===== config.mk =====
export PLATFORM = sky130hd
export DESIGN_NAME = nl_vc_buffers
export DESIGN_NICKNAME = d
export VERILOG_FILES = /design/src/rtl/nl_noc_pkg.sv /design/src/rtl/nl_vc_buffers_chk.sv /design/src/rtl/nl_vc_fifo.sv /design/src/rtl/nl_vc_buffers.sv
export SDC_FILE = /design/constraint.sdc
export NUM_CORES = 1
export LEC_CHECK = 0
export CAP_MARGIN = 25
export CELL_PAD_IN_SITES_DETAIL_PLACEMENT = 1
export CELL_PAD_IN_SITES_GLOBAL_PLACEMENT = 2
export CORE_MARGIN = 2
export CORE_UTILIZATION = 51
export DETAILED_ROUTE_END_ITERATION = 16
export PLACE_DENSITY_LB_ADDON = 0.1
export SLEW_MARGIN = 20
export SYNTH_ARGS = -nofsm -noshare
export SYNTH_HDL_FRONTEND = slang
export SYNTH_SLANG_ARGS = --single-unit

===== constraint.sdc =====
create_clock -name clk -period 5.6 [get_ports clk]
set_clock_uncertainty 0.1 [all_clocks]
set_input_delay 0.56 -clock clk [delete_from_list [all_inputs] [get_ports clk]]
set_output_delay 0.56 -clock clk [all_outputs]
set_load 0.01 [all_outputs]

===== src/rtl/nl_noc_pkg.sv =====
// -----------------------------------------------------------------------------
// nl_noc_pkg -- shared types and helpers for the NL NoC router.
//   flit_t       : flit with control header (valid, tail, vc_id, output_port,
//                  vn, drop, vcalloc_mask) and a 32-bit payload.
//   fifo_flags_t : per-VC FIFO status {full, empty, nearly_full, nearly_empty}.
//   vc_index_t   : binary VC index, max(1, clogb2(NVS)) bits wide.
//   clogb2()     : ceil(log2(value)), with clogb2(1) == 0.
//   oh2bin()     : one-hot to binary index (OR of set-bit positions).
// -----------------------------------------------------------------------------
package nl_noc_pkg;

  localparam int NVS    = 4;
  localparam int DATA_W = 32;

  function automatic int clogb2(input int value);
    int v;
    int r;
    v = value - 1;
    r = 0;
    while (v > 0) begin
      r = r + 1;
      v = v >> 1;
    end
    return r;
  endfunction

  // The OR of set-bit positions is exact for one-hot input.
  function automatic int oh2bin(input logic [31:0] oh);
    int idx;
    idx = 0;
    for (int i = 0; i < 32; i++) begin
      idx = idx | (oh[i] ? i : 0);
    end
    return idx;
  endfunction

  localparam int VC_W = (clogb2(NVS) > 0) ? clogb2(NVS) : 1;

  typedef logic [VC_W-1:0] vc_index_t;

  typedef struct packed {
    logic            valid;
    logic            tail;
    vc_index_t       vc_id;
    logic [2:0]      output_port;
    logic [0:0]      vn;
    logic            drop;
    logic [NVS-1:0]  vcalloc_mask;
  } flit_ctrl_t;

  typedef struct packed {
    flit_ctrl_t         control;
    logic [DATA_W-1:0]  data;
  } flit_t;

  typedef struct packed {
    logic full;
    logic empty;
    logic nearly_full;
    logic nearly_empty;
  } fifo_flags_t;

endpackage


===== src/rtl/nl_vc_buffers_chk.sv =====
// -----------------------------------------------------------------------------
// nl_vc_buffers_chk -- simulation-only protocol checker for nl_vc_buffers.
// Present only when NL_VC_BUF_CHECK_EN is defined. Reports, per VC:
// push to full without pop, pop of empty, non-one-hot select, vc_id >= n.
//   clk, rst_n, push, vc_id, pop, select : observed copies of the DUT inputs
//   flags                                : DUT status flags
// -----------------------------------------------------------------------------
`ifdef NL_VC_BUF_CHECK_EN
module nl_vc_buffers_chk
  import nl_noc_pkg::*;
#(
  parameter int n    = 4,
  parameter int vc_w = 2
) (
  input logic                clk,
  input logic                rst_n,
  input logic                push,
  input logic [vc_w-1:0]     vc_id,
  input logic [n-1:0]        pop,
  input logic [n-1:0]        select,
  input fifo_flags_t [n-1:0] flags
);

  // Flag illegal uses at each sampling edge while out of reset.
  always @(posedge clk) begin
    if (rst_n) begin
      for (int i = 0; i < n; i++) begin
        if (push && (vc_id == vc_w'(i)) && flags[i].full && !pop[i])
          $error("nl_vc_buffers: push to full VC %0d dropped", i);
        if (pop[i] && flags[i].empty)
          $error("nl_vc_buffers: pop of empty VC %0d", i);
      end
      if ($countones(select) > 1)
        $error("nl_vc_buffers: select %b names more than one VC", select);
      if (push && (32'(vc_id) >= n))
        $error("nl_vc_buffers: push to nonexistent VC %0d", vc_id);
    end
  end

endmodule
`endif


===== src/rtl/nl_vc_fifo.sv =====
// -----------------------------------------------------------------------------
// nl_vc_fifo -- one size-deep first-word-fall-through FIFO for a single VC.
//   clk, rst_n : clock, async active-low reset (pointers/count/flags only)
//   push       : store data_in at tail (dropped when full unless popping)
//   pop        : advance head (ignored when empty)
//   data_in    : element to store
//   data_out   : head element, '0 when empty (combinational)
//   flags      : registered {full, empty, nearly_full, nearly_empty}
// Pointers wrap modulo size, so size need not be a power of two.
// -----------------------------------------------------------------------------
module nl_vc_fifo
  import nl_noc_pkg::*;
#(
  parameter int  size            = 4,
  parameter type fifo_elements_t = flit_t
) (
  input  logic           clk,
  input  logic           rst_n,
  input  logic           push,
  input  logic           pop,
  input  fifo_elements_t data_in,
  output fifo_elements_t data_out,
  output fifo_flags_t    flags
);

  localparam int ptr_w = clogb2(size);
  localparam int cnt_w = clogb2(size + 1);

  fifo_elements_t    mem_r [size];
  logic [ptr_w-1:0]  head_r;
  logic [ptr_w-1:0]  tail_r;
  logic [cnt_w-1:0]  count_r;
  logic [cnt_w-1:0]  count_nxt_s;
  logic              do_push_s;
  logic              do_pop_s;
  fifo_flags_t       flags_r;

  function automatic logic [ptr_w-1:0] ptr_inc(input logic [ptr_w-1:0] p);
    return (p == ptr_w'(size - 1)) ? '0 : p + ptr_w'(1);
  endfunction

  // Qualify push/pop against occupancy; a pop frees the slot for a same-cycle push.
  always_comb begin
    do_pop_s    = pop && (count_r != '0);
    do_push_s   = push && ((count_r != cnt_w'(size)) || do_pop_s);
    count_nxt_s = count_r;
    case ({do_push_s, do_pop_s})
      2'b10:   count_nxt_s = count_r + cnt_w'(1);
      2'b01:   count_nxt_s = count_r - cnt_w'(1);
      default: count_nxt_s = count_r;
    endcase
  end

  // Pointer, occupancy and status-flag registers; flags follow the next count.
  always_ff @(posedge clk or negedge rst_n) begin
    if (!rst_n) begin
      head_r  <= '0;
      tail_r  <= '0;
      count_r <= '0;
      flags_r <= '{full: 1'b0, empty: 1'b1, nearly_full: 1'b0, nearly_empty: 1'b0};
    end else begin
      if (do_pop_s) begin
        head_r <= ptr_inc(head_r);
      end
      if (do_push_s) begin
        tail_r <= ptr_inc(tail_r);
      end
      count_r              <= count_nxt_s;
      flags_r.full         <= (count_nxt_s == cnt_w'(size));
      flags_r.empty        <= (count_nxt_s == '0);
      flags_r.nearly_full  <= (count_nxt_s == cnt_w'(size - 1));
      flags_r.nearly_empty <= (count_nxt_s == cnt_w'(1));
    end
  end

  // Element storage; deliberately not reset, the count decides what is live.
  always_ff @(posedge clk) begin
    if (do_push_s) begin
      mem_r[tail_r] <= data_in;
    end
  end

  // Fall-through head read, forced to zero when nothing is stored.
  always_comb begin
    if (count_r != '0) begin
      data_out = mem_r[head_r];
    end else begin
      data_out = '0;
    end
  end

  assign flags = flags_r;

endmodule


===== src/rtl/nl_vc_buffers.sv =====
// -----------------------------------------------------------------------------
// nl_vc_buffers -- per-input-port bank of n independent VC flit FIFOs.
//   clk, rst_n : clock, async active-low reset
//   push       : write data_in into FIFO[vc_id] (vc_id >= n ignored)
//   data_in    : flit to store
//   vc_id      : binary target VC, max(1, clogb2(nvs)) bits
//   pop[n]     : pop[i] removes the head of FIFO[i]
//   select[n]  : one-hot; chosen VC head drives data_out ('0 if none/empty)
//   data_out   : head flit of the selected VC (combinational)
//   flags[n]   : per-VC {full, empty, nearly_full, nearly_empty}
// Optional macro NL_VC_BUF_CHECK_EN enables the simulation protocol checker.
// -----------------------------------------------------------------------------
module nl_vc_buffers
  import nl_noc_pkg::*;
#(
  parameter int  size            = 4,
  parameter int  nvs             = 4,
  parameter int  n               = 4,
  parameter type fifo_elements_t = flit_t,
  localparam int vc_w            = (clogb2(nvs) > 0) ? clogb2(nvs) : 1
) (
  input  logic                clk,
  input  logic                rst_n,
  input  logic                push,
  input  fifo_elements_t      data_in,
  input  logic [vc_w-1:0]     vc_id,
  input  logic [n-1:0]        pop,
  input  logic [n-1:0]        select,
  output fifo_elements_t      data_out,
  output fifo_flags_t [n-1:0] flags
);

  localparam int idx_w = (clogb2(n) > 0) ? clogb2(n) : 1;

  fifo_elements_t head_s [n];
  logic [n-1:0]   push_s;
  int             oh_idx_s;

  for (genvar gi = 0; gi < n; gi++) begin : g_vc
    // vc_id values at or above n match no instance, so such pushes vanish.
    assign push_s[gi] = push && (vc_id == vc_w'(gi));

    nl_vc_fifo #(
      .size            (size),
      .fifo_elements_t (fifo_elements_t)
    ) u_fifo (
      .clk      (clk),
      .rst_n    (rst_n),
      .push     (push_s[gi]),
      .pop      (pop[gi]),
      .data_in  (data_in),
      .data_out (head_s[gi]),
      .flags    (flags[gi])
    );
  end

  // Output mux: empty FIFOs already present '0, so only no-select needs care.
  always_comb begin
    oh_idx_s = oh2bin(32'(select));
    if ((select != '0) && (oh_idx_s < n)) begin
      data_out = head_s[oh_idx_s[idx_w-1:0]];
    end else begin
      data_out = '0;
    end
  end

`ifdef NL_VC_BUF_CHECK_EN
  nl_vc_buffers_chk #(
    .n    (n),
    .vc_w (vc_w)
  ) u_chk (
    .clk    (clk),
    .rst_n  (rst_n),
    .push   (push),
    .vc_id  (vc_id),
    .pop    (pop),
    .select (select),
    .flags  (flags)
  );
`endif

endmodule


==> flow_summary.ini, run 1 <==
[clocking]
cts_root_buffer = clkbuf_16
cts.sinks = 764
cts_tree = done
cts_setup_buffers = 0
htreeDepth = 3
ctsLongestPathBuffers = 3
insertion_delay_ns = 0.61
numCtsBuffers = 78
clk_pin_slew_ns = 0.06
cts.repair.resized = 0
hold_buffers = 1

[cells_and_area]
drive_above_1_share = 0.2326
fin_nets = 1701
fin_area_um2 = 34810
area.growth.synth_to_final_pct = 16.22
antennaDiodeCount = 0

[die]
rows = 88
die-width_um = 246.3
core_area_um2 = 57920
die_area_um2 = 60680
initial_core_util = 0.5172
pin_count = 119
fp.dieH_um = 246.3

[yosys]
synth-edff-count = 720
syn_area_um2 = 29950
async_flop_share = 0.05759
ys_warn_count = 0
ys_seq_elements = 764
avgSynthCellArea_um2 = 20.64
ys_seq_area_frac = 0.7588
synthesis.nets = 1533
netlist_instances = 1451
synth_cell_types = 49
synthFlopType = edfxtp_1

[critical_path]
worstRegToRegCells = 4
start_kind = flip-flop
critPathCaptureType = output pin
path_class = flip-flop to output pin
crit_required_ns = 4.94
arrival_ns = 3.83
worst-path-max-fanout = 19

[sta]
max_clock_freq_mhz = 222.8
rsz0062_at_grt = false
worst_pin_slew_ns = 1.009
hold_ws_ns = 0.4748
post-route-period-util = 0.8014
fin_setup_tns_ns = 0
slew_headroom = 0.3274
maxSlewViolCount = 0
finalSetupViolations = 0
layout_min_cycle_time_ns = 4.488
final-hold-violation-count = 0
fin_ws_ns = 1.112

[pwr]
power_density_nw_per_um2 = 476.5
ir_worst_vdd_mv = 0.3564
leakagePower_uw = 0.01121

[placement]
dp_worst_setup_slack_ns = 1.344
gp_routability_congestion = 0.8015
dpl_cell_area_um2 = 32220
io_buffers = 118
dp_hpwl_um = 41710

[global_route]
grt_pass1_vias = 16140
grt_overflow = 0
grt_max_degree = 46
grt_pass1_wl_um = 107200
antenna_found_initial = 1
grt_use_total = 0.2433

[drt]
wire_per_inst_um = 29.04
met3WireLength_um = 3605
dr_wl_met2_um = 35880
route.detailed.drc = 0
maxUsedRoutingLayer = met5
routed_wl_um = 71040
drtIter0Drc = 1126
via_count = 15020
drt_pre_antenna_iters = 5
ant_nets = 0
vias_per_cell = 6.139
wl_met1_um = 30250

[min_path]
hold_path.class = flip-flop to flip-flop
hold_depth = 1

[job]
maxCapViolCount = 0

[status]
outcome = finished clean
[path summary, 6_finish.rpt]
kind / from / to / slack [ns]
setup / recovery: g_vc[0].u_fifo.count_r[0]$_DFF_PN0_ / data_out[2] / 1.11
hold / removal: g_vc[0].u_fifo.count_r[0]$_DFF_PN0_ / g_vc[0].u_fifo.count_r[0]$_DFF_PN0_ / 0.47
setup reg to reg: g_vc[3].u_fifo.count_r[0]$_DFF_PN0_ / g_vc[3].u_fifo.mem_r[1][5]$_DFFE_PP_ / 2.56
hold reg to reg: g_vc[0].u_fifo.count_r[0]$_DFF_PN0_ / g_vc[0].u_fifo.count_r[0]$_DFF_PN0_ / 0.47
max in group asynchronous: rst_n / g_vc[0].u_fifo.head_r[0]$_DFFE_PN0N_ / 4.41
min in group asynchronous: rst_n / g_vc[2].u_fifo.flags[0]$_DFF_PN0_ / 0.50
[sequential cells by signal, indices dropped and copies added (netlist names)]
register,count
g_vc.u_fifo.tail_r,8
g_vc.u_fifo.mem_r,720
g_vc.u_fifo.count_r,12
g_vc.u_fifo.flags,16
g_vc.u_fifo.head_r,8
[synthesized netlist by cell type, types with 3 or more instances]
cell type / n / area (µm²)
o221ai_1: 3 / 26.28
o31ai_1: 3 / 22.52
nor2b_1: 48 / 300.3
nand3_1: 14 / 70.07
xnor2_1: 11 / 96.34
dfrtp_1: 40 / 1001
or3_1: 7 / 43.79
inv_1: 26 / 97.59
nand2b_1: 5 / 31.28
edfxtp_1: 720 / 21620
dfstp_2: 4 / 105.1
buf_2: 31 / 155.2
mux4_2: 180 / 4054
mux2_2: 4 / 45.04
ha_1: 20 / 250.2
a21boi_0: 7 / 52.55
o21ai_0: 17 / 85.08
nand2_1: 15 / 56.30
and3_1: 4 / 25.02
clkbuf_1: 47 / 176.4
a21o_1: 5 / 37.54
and2_1: 18 / 112.6
nor3_1: 8 / 40.04
o211ai_1: 3 / 22.52
a211oi_1: 50 / 375.4
a22oi_1: 45 / 337.8
nand4_1: 3 / 18.77
nor2_1: 20 / 75.07
a21oi_1: 53 / 265.3
or2_2: 5 / 31.28
a31oi_1: 7 / 43.79
fa_1: 4 / 80.08
[worst max-delay path, stage by stage (launching register included)]
cell and delay [ns]:
dfrtp_1 0.43, or2_2 0.40, o21ai_4 0.69, buf_4 0.40, nor2b_1 0.09, a211oi_1 0.56, a21oi_1 0.09, clkdlybuf4s50_1 0.52
[cell families after synthesis]
family | Yosys count | synth area share
compound gates | 211 | 0.04716
flops | 764 | 0.7588
xor+xnor | 11 | 0.003217
simple gates | 153 | 0.02862
fa+ha+maj | 24 | 0.01103
buf+inv | 104 | 0.01433
mux | 184 | 0.1369
[area by class of cell]
class / instances / area [µm²]
Clock buffer: 92 / 2046
Timing Repair Buffer: 166 / 1592
Clock inverter: 50 / 506.7
Fill cell: 4909 / 23110
Tap cell: 765 / 957.2
Inverter: 26 / 97.59
Multi-Input combinational cell: 583 / 6864
Sequential cell: 764 / 22750
[placed cells by master (no fill, tap or decap), types with 7 or more instances in the layout]
cell type and n:
or3_1 7, clkinv_2 15, inv_1 26, bufinv_16 9, and2_2 16, mux4_2 180
nor2_1 19, nand3_1 14, nor3_1 8, dfrtp_1 32, a21boi_0 7, o21ai_0 17
clkdlybuf4s50_1 117, nor2b_1 48, clkinv_1 15, a211oi_1 50, ha_1 20, edfxtp_1 720
buf_4 44, a22oi_1 45, a21oi_1 51, a31oi_1 7, clkbuf_1 11, xnor2_1 11
clkbuf_16 79, nand2_1 15
[per-stage QoR]
stage            util  instances  total power (µW)
2_1_floorplan       -       1451              9939
3_3_place_gp   0.5558       2301             11450
3_5_place_dp   0.5563       2302             11550
4_1_cts        0.6006       2445             16760
5_1_grt        0.6010       2446             17300
6_report       0.6010       2446             16590
[report_power, final]
part	internal [µW]	leakage, µW	switching, µW	total (µW)
clock network	3040	0.00124	2160	5190
logic	2130	0.00293	1910	4040
registers	6700	0.00704	657	7360
total	11900	0.0112	4720	16600
[routing by layer]
metal	global-route usage	vias to the layer above
li1	-	6365
met1	0.3402	8129
met2	0.4064	427
met3	0.03366	94
met4	0.06609	2
met5	0	-
(Power assumes the default switching activity.)
==> inputs of run 2 (changes only) <==
CORE_UTILIZATION = 43   (was 51)
clock period = 3.64 ns   (was 5.6 ns; I/O delays follow)
==> run 2 against run 1 <==
Against the previous run:
- final cell count increased by 8.2%
- non-clock buffer count increased by 23
- clock power grew 66%
- clock-buffer cell count grew 6
- via count increased by 0.37%
- global-route usage is 2.6 points lower
- register-to-register slack got worse by 1.8 ns
- final area rose by 2.7%
- highest routed layer unchanged
- sequential share of layout area down 1.7 points
- largest power group unchanged
- sequential power is 48% higher
- critical endpoint is now data_out[13]
- routed wire length increased by 6.4%
==> flow_summary.ini, run 2 (same netlist as run 1, synthesis figures left out) <==
[status]
outcome = finished clean

[critical_path]
worstRegToRegCells = 9
crit-reg2reg-capture = g_vc[3].u_fifo.flags[0]$_DFF_PN0_
ff2ff_setup_slack_ns = 0.76
worst-path-max-fanout = 16
crit_required_ns = 3.18
crit_chain = or2_2 -> o21ai_4 -> buf_4 -> nor2b_1 -> a211oi_1 -> a21oi_1 -> clkdlybuf4s50_1
path_class = flip-flop to output pin
arrival_ns = 3.05
critPathCaptureType = output pin
worst_path_largest_cell_delay_ns = 0.49
start_kind = flip-flop
crit_slowest_cell = clkdlybuf4s50_1
worstReg2RegStart = g_vc[3].u_fifo.count_r[1]$_DFF_PN0_

[sta]
post-route-period-util = 0.9660
final-hold-violation-count = 0
slew_headroom = 0.4158
rsz0062_at_grt = false
maxSlewViolCount = 0
finalSetupViolations = 0
max_clock_freq_mhz = 284.4
fin_setup_tns_ns = 0
layout_min_cycle_time_ns = 3.516
worst_pin_slew_ns = 0.8763
fin_ws_ns = 0.1236
hold_ws_ns = 0.2124

[die]
fp.dieH_um = 267.9
die-width_um = 267.9
initial_core_util = 0.4352
core_area_um2 = 68830
die_area_um2 = 71780
rows = 96
pin_count = 119

[clocking]
cts.sinks = 764
htreeDepth = 3
cts_tree = done
clk_pin_slew_ns = 0.06
numCtsBuffers = 83
cts_root_buffer = clkbuf_16
ctsLongestPathBuffers = 3
insertion_delay_ns = 0.62

[pwr]
ir_worst_vdd_mv = 0.4132
power_density_nw_per_um2 = 746.6
leakagePower_uw = 0.01153

[drt]
routed_wl_um = 75570
vias_per_cell = 5.694
drtIter0Drc = 1161
ant_nets = 0
route.detailed.drc = 0
drt_pre_antenna_iters = 4
via_count = 15070
wire_per_inst_um = 28.55

[cells_and_area]
fin_nets = 1729
drive_above_1_share = 0.2431
final_cells = 2647
largest_reg_flops = 720
largest-register = g_vc.u_fifo.mem_r
area.growth.synth_to_final_pct = 19.40
layout_common_cells = edfxtp_1, mux4_2, clkdlybuf4s50_1
layout_commonest_cell = edfxtp_1

[global_route]
grt_max_degree = 48
grt_overflow = 0
antenna_found_initial = 2
grt_pass1_vias = 16250
grt_pass1_wl_um = 111600
grt_use_total = 0.2172

[placement]
dp.cells = 2489
gp_routability_congestion = 0.7324
dp_worst_setup_slack_ns = 0.3063
dp_hpwl_um = 42050
io_buffers = 118

[min_path]
hold_path.class = input pin to async pin

[job]
maxCapViolCount = 0
-- run 2: power breakdown --
| part | switching (µW) | leakage [µW] | internal (µW) | total [µW] |
|---|---|---|---|---|
| registers | 565 | 0.00704 | 10300 | 10900 |
| clock network | 3440 | 0.00136 | 5180 | 8620 |
| logic | 3650 | 0.00313 | 3540 | 7190 |
-- run 2: timing repair --
action,4_1_cts,5_1_grt
resized for setup,4,1
endpoints found under the hold margin,25,0
hold buffers,1,0
setup endpoints to repair,6,3
buffers inserted,3,0
-- run 2: final cells by class --
type / instances / area [µm²]
Clock inverter: 55 / 581.8
Timing Repair Buffer: 189 / 2078
Multi-Input combinational cell: 583 / 6879
Inverter: 26 / 97.59
Tap cell: 931 / 1165
Sequential cell: 764 / 22750
Antenna cell: 1 / 2.502
Clock buffer: 98 / 2207
Fill cell: 6044 / 33070
-- run 2: metrics by stage --
step / util / cell area [µm²] / power (µW)
5_1_grt: 0.5196 / 35760 / 27880
4_1_cts: 0.5195 / 35750 / 27070
2_1_floorplan: - / 29950 / 15290
6_report: 0.5196 / 35760 / 26700
3_5_place_dp: 0.4782 / 32920 / 18360
3_3_place_gp: 0.4782 / 32920 / 18230
-- run 2: routing by layer --
| metal | GRT usage | share of wire |
|---|---|---|
| met1 | 0.3038 | 0.44 |
| met2 | 0.3641 | 0.50 |
| met3 | 0.03180 | 0.043 |
| met4 | 0.04877 | 0.014 |
| met5 | 0 | 0.00017 |
-- run 2: critical path: cells and delay by family, from the launching register on --
| kind | cells | cell delay (ns) |
|---|---|---|
| simple gates | 2 | 0.49 |
| buf+inv | 2 | 0.79 |
| flops | 1 | 0.42 |
| compound gates | 3 | 0.70 |
-- run 2: how the worst max path moves through the flow --
stage,endpoint,from,cells past startpoint,slack (ns)
4_1_cts,data_out[13],g_vc[0].u_fifo.head_r[0]$_DFFE_PN0N_,6,0.03
5_1_grt,data_out[0],g_vc[0].u_fifo.count_r[0]$_DFF_PN0_,8,0.004
2_1_floorplan,g_vc[0].u_fifo.mem_r[3][0]$_DFFE_PP_,vc_id[1],4,0.82
6_report,data_out[13],g_vc[0].u_fifo.count_r[0]$_DFF_PN0_,7,0.12
3_5_place_dp,data_out[39],select[1],9,0.31
3_3_place_gp,data_out[39],select[1],9,0.28
==> inputs of run 3 (changes only) <==
CAP_MARGIN = 5   (was 25)
HOLD_SLACK_MARGIN = 0.08   (was default)
MAX_ROUTING_LAYER = met4   (was default)
==> run 3 against run 2 <==
Against the previous run:
- die area unchanged
- core utilization about the same
- clock-buffer cell count unchanged
- critical path type unchanged
- hold slack better by 0.0022 ns
- worst setup slack better by 0.0033 ns
- critical path depth unchanged
- non-clock buffer count unchanged
- maximum frequency about the same
==> flow_summary.ini, run 3 (same netlist as run 1, synthesis figures left out) <==
[drt]
drt_pre_antenna_iters = 4
routed_wl_um = 75560
wire_per_inst_um = 28.53
via_count = 15080
drtIter0Drc = 1168
ant_nets = 0
vias_per_cell = 5.694
route.detailed.drc = 0

[die]
rows = 96
initial_core_util = 0.4352
fp.dieH_um = 267.9
die_area_um2 = 71780
pin_count = 119
core_area_um2 = 68830
die-width_um = 267.9

[clocking]
insertion_delay_ns = 0.62
htreeDepth = 3
cts_root_buffer = clkbuf_16
cts_tree = done
clk_pin_slew_ns = 0.06
ctsLongestPathBuffers = 3
cts.sinks = 764
numCtsBuffers = 83

[cells_and_area]
fillers = 6044
regArea_um2 = 22750
largest-register = g_vc.u_fifo.mem_r
fin_nets = 1729
layout_common_cells = edfxtp_1, mux4_2, clkdlybuf4s50_1
largest_reg_flops = 720
layout_commonest_cell = edfxtp_1
drive_above_1_share = 0.2431
final_util = 0.5196
multiInputGateArea_um2 = 6879
area.growth.synth_to_final_pct = 19.40

[sta]
post-route-period-util = 0.9651
worst_pin_slew_ns = 0.8863
max_clock_freq_mhz = 284.7
maxSlewViolCount = 0
fin_setup_tns_ns = 0
final-hold-violation-count = 0
rsz0062_at_grt = false
slew_headroom = 0.4076
fin_ws_ns = 0.1270
finalSetupViolations = 0
layout_min_cycle_time_ns = 3.513

[job]
maxCapViolCount = 0

[pwr]
p_sw_uw = 7652
leakagePower_uw = 0.01153
ir_worst_vdd_mv = 0.4111
p_int_uw = 19040
power_density_nw_per_um2 = 746.3
seqPwrFrac = 0.408
switching_share = 0.2867
p_clk_frac = 0.323
pwr-share-comb = 0.269

[global_route]
grt_pass1_wl_um = 111600
antenna_found_initial = 2
grt_overflow = 0
grt_max_degree = 48
grt_use_total = 0.2239
grt_pass1_vias = 16260

[placement]
gp_routability_congestion = 0.7413
dp_worst_setup_slack_ns = 0.3063
dp_hpwl_um = 42050
io_buffers = 118

[status]
outcome = finished clean

[critical_path]
crit_required_ns = 3.18
path_class = flip-flop to output pin
arrival_ns = 3.05
worst-path-max-fanout = 16
start_kind = flip-flop
critPathCaptureType = output pin

[min_path]
hold_path.class = input pin to async pin
run 3: cell count changes in the layout (fill, tap and decap cells not counted), sizes merged:
| cell | change |
|---|---|
| diode | +1 |
run 3: worst paths after layout:
path | start | end | slack [ns] | cells after the start
setup reg to reg | g_vc[3].u_fifo.count_r[1]$_DFF_PN0_ | g_vc[3].u_fifo.flags[0]$_DFF_PN0_ | 0.77 | 9
hold / removal | rst_n | g_vc[1].u_fifo.count_r[2]$_DFF_PN0_ | 0.21 | 2
min in group clk | g_vc[0].u_fifo.count_r[0]$_DFF_PN0_ | g_vc[0].u_fifo.count_r[0]$_DFF_PN0_ | 0.45 | 1
max in group asynchronous | rst_n | g_vc[0].u_fifo.flags[2]$_DFF_PN1_ | 2.43 | 3
setup / recovery | g_vc[0].u_fifo.count_r[0]$_DFF_PN0_ | data_out[13] | 0.13 | 7
hold reg to reg | g_vc[0].u_fifo.count_r[0]$_DFF_PN0_ | g_vc[0].u_fifo.count_r[0]$_DFF_PN0_ | 0.45 | 1
run 3: area by class of cell:
cell class / count / area share
Sequential cell: 764 / 0.6361
Multi-Input combinational cell: 583 / 0.1924
Clock buffer: 98 / 0.06172
Timing Repair Buffer: 189 / 0.05811
Tap cell: 931 / 0.03257
Clock inverter: 55 / 0.01627
Inverter: 26 / 0.002729
Antenna cell: 2 / 0.0001399
run 3: layer usage:
| metal | vias to the layer above | part of all wire | track usage |
|---|---|---|---|
| li1 | 6428 | - | - |
| met1 | 8227 | 0.44 | 0.3039 |
| met2 | 346 | 0.50 | 0.3646 |
| met3 | 78 | 0.043 | 0.03097 |
| met4 | 0 | 0.013 | 0.04877 |
| met5 | - | 0 | - |
run 3: repair_timing:
action	in CTS	in global routing
buffers inserted	3	0
gates resized for setup	4	1
hold buffers	1	0
setup endpoints to repair	6	3
hold endpoints to repair	25	0
run 3: worst max-delay path, stage by stage, from the launching register on:
cell	delay (ns)
dfrtp_1	0.42
or2_2	0.40
o21ai_4	0.22
buf_4	0.30
nor2b_1	0.09
a211oi_1	0.41
a21oi_1	0.07
clkdlybuf4s50_1	0.49
run 3: per-stage QoR:
step                total power [µW]  hold slack (ns)  cell area (µm²)  cells
finish                         26690           0.2146            35760   2648
global placement               18230           0.3502            32920   2489
detailed placement             18360           0.3488            32920   2489
CTS                            27070           0.2170            35750   2646
floorplan                      15290         -0.03159            29950   1451
global route                   27880           0.2793            35760   2648
run 3: power groups by stage:
| stage | sequential [µW] | combinational (µW) | clock (µW) |
|---|---|---|---|
| 4_1_cts | 10900 | 7350 | 8820 |
| 3_3_place_gp | 11100 | 7170 | 0 |
| 3_5_place_dp | 11100 | 7260 | 0 |
| 5_1_grt | 11000 | 7790 | 9140 |
| 2_1_floorplan | 10700 | 4610 | 0 |
| 6_report | 10900 | 7180 | 8630 |
==> variant, RTL diff (settings of run 2) <==
Set the package constant `DATA_W` to 36 (it was 32).
--- a/src/rtl/nl_noc_pkg.sv
+++ b/src/rtl/nl_noc_pkg.sv
@@ -10,7 +10,7 @@
 package nl_noc_pkg;
 
   localparam int NVS    = 4;
-  localparam int DATA_W = 32;
+  localparam int DATA_W = 36;
 
   function automatic int clogb2(input int value);
     int v;
Interface: changed (resized data_in and data_out); port bits go from 119 to 127. No check against the original RTL was run, so the function may have changed too.
==> variant against run 2 <==
Core utilization decreased by 0.59 points; critical path type unchanged; area after synthesis increased by 7.1%; combinational power increased by 13%; setup slack improved by 0.0035 ns; hold slack got worse by 0.11 ns; clock power decreased by 2%; power increased by 5.9%; design area increased by 6.6%; wire length increased by 9.5%; first-iteration DRC count increased by 17%; sequential cell count increased by 64; count of clock-buffer cells in the layout increased by 8.
==> variant: results (changes against run 2) <==
| Metric | Value |
|---|---|
| Share of cells above drive strength 1 | `0.251 (+0.00826)` |
| Final WL | `82.7 mm (+9.5%)` |
| Top post-synthesis cells by area | `edfxtp_1 (73%), mux4_2 (14%), a22oi_1 (3.4%), dfrtp_1 (3.1%), ha_1 (0.82%)` |
| Status | `complete, no violations` |
| Worst reg2reg endpoint | `g_vc[2].u_fifo.flags[2]` |
| Largest net degree at the start of global routing | `52 (+8.3%)` |
| Syn_nets | `1,577 (+2.9%)` |
| Total GRT Usage | `0.219 (+0.00220)` |
| H-tree depth | `3 (unchanged)` |
| Worst-path clk slew | `0.06 ns (about the same)` |
| Finished Layout Cells | `2,742 (+3.6%)` |
| Biggest register | `g_vc.u_fifo.mem_r` |
| Syn Inst Count | `1,490 (+2.7%)` |
| Net Sw Frac | `0.297 (+0.00962)` |
| First-pass GRT wire length | `121 mm (+8.7%)` |
| Post-synth EDFFs | `784 (+8.9%)` |
| Sequential-to-total area share from yosys stat | `0.768 (+0.00966)` |
| Mean number of vias per cell | `5.86 (+2.9%)` |
| Max reg flops | `784 (+8.9%)` |
| Crit path max fanout | `20 (+4)` |
| Leakage power | `12.3 nW (+6.7%)` |
| Peak VDD IR | `0.444 mV (+7.4%)` |
| Clk root buf | `clkbuf_16` |
| Routability cong. | `0.708 (-3.3%)` |
| Post-DP HPWL | `44.6 mm (+6.2%)` |
| Initial antenna violation count | `4 (+2)` |
| CTS buffer count | `88 (+6.0%)` |
| Dpl cells | `2,563 (+3.0%)` |
| Top cells by count, synth | `edfxtp_1 (784), mux4_2 (196), a22oi_1 (147), clkbuf_1 (61), dfrtp_1 (40)` |
| R2r setup slk | `0.90 ns (+0.14 ns)` |
| Synthesis warning total | `0 (unchanged)` |
| CP startpoint | `g_vc[2].u_fifo.head_r[1]` |
| Max-slew headroom | `0.472 (+0.0563)` |
| Netlist cell types | `50 (+2.0%)` |
| Layout net count | `1,784 (+3.2%)` |
| Max Buffers Root-to-Sink | `3 (unchanged)` |
| Storage cell area | `24,700 um^2 (+8.4%)` |
| Vias in the first global route | `17,200 (+5.7%)` |
| Hold WC Path Type | `input port to async pin` |
| R2R depth | `7 (-2)` |
| Cell area after placement | `35,300 um^2 (+7.1%)` |
| DRT iter0 DRCs | `1,359 (+17%)` |
| Clock Latency Late Sink | `0.64 ns (+0.02 ns)` |
| Fillers | `6,507 (+7.7%)` |
| Pre-antenna DRT Iters | `5 (+1)` |
| Worst slack at placement | `0.368 ns (+0.0620 ns)` |
| Crit Reg-Reg Startpoint | `g_vc[2].u_fifo.count_r[0]` |
| Port Buffers | `126 (+6.8%)` |
| Async set-or-reset flop fraction in the synthesized netlist | `0.0531 (-0.00445)` |
## variant: cell count changes after synthesis, sizes merged, moves of 14 or more
| cell | change |
|---|---|
| nor2b | -46 |
| mux4 | +16 |
| a211oi | -47 |
| a21oi | -46 |
| edfxtp | +64 |
| a22oi | +102 |
| clkbuf | +14 |
## variant: power by group through the flow
stage	registers, mW	clock network, mW	logic (mW)
finish	11.7	8.49	8.10
global route	11.8	9.04	8.73
CTS	11.7	8.70	8.20
detailed placement	11.9	0	8.04
global placement	11.9	0	8.00
floorplan	11.5	0	4.99
## variant: cells by family (layout without fill, tap and decap cells)
| group | count (synthesis) | count (layout) | synth area share |
|---|---|---|---|
| compound gates | 208 | 208 | 0.0470 |
| xor+xnor | 11 | 11 | 0.00300 |
| fa+ha+maj | 25 | 25 | 0.0107 |
| buf+inv | 117 | 397 | 0.0148 |
| flops | 828 | 828 | 0.768 |
| mux | 201 | 201 | 0.139 |
| other cells | 0 | 3 | 0 |
| simple gates | 100 | 100 | 0.0167 |
## variant: repair_timing
item,in CTS,in global routing
hold endpoints to repair,33,0
hold buffers,1,0
resized for setup,1,0
endpoints found under the setup margin,9,8
buffers inserted,5,6
## variant: how the worst max path moves through the flow
stage,to,slack (ns),cells past startpoint
finish,data_out[11],0.13,5
global route,data_out[2],0.007,5
CTS,data_out[38],0.002,5
detailed placement,data_out[34],0.37,9
global placement,data_out[9],0.40,8
floorplan,g_vc[0].u_fifo.mem_r[3][0],0.73,4
## variant: cell type report
class,instances,area share
tap,969,0.0318
antenna,3,0.000197
clock inverter,57,0.0105
sequential,828,0.647
multi-input combinational,545,0.185
timing repair buffer,206,0.0619
inverter,28,0.00276
clock buffer,106,0.0607
## variant: routing by layer
metal / vias up / part of all wire / global-route usage
met2: 431 / 0.48 / 0.351
met4: 4 / 0.018 / 0.0574
li1: 6717 / - / -
met5: - / 0.00027 / 0
met3: 97 / 0.050 / 0.0370
met1: 8821 / 0.45 / 0.315
## variant: critical path: stages (launching register included)
cell,delay [ns]
dfrtp_2,0.85
buf_4,0.32
mux4_2,0.35
a22oi_1,0.21
a22oi_1,0.14
clkdlybuf4s50_1,0.52
## variant: metrics by stage
step	hold slack [ns]	total power [mW]
after floorplan	-0.0316	16.5
after global placement	0.438	19.9
after global routing	0.115	29.5
after CTS	0.335	28.6
after detailed placement	0.436	20.0
final	0.100	28.3
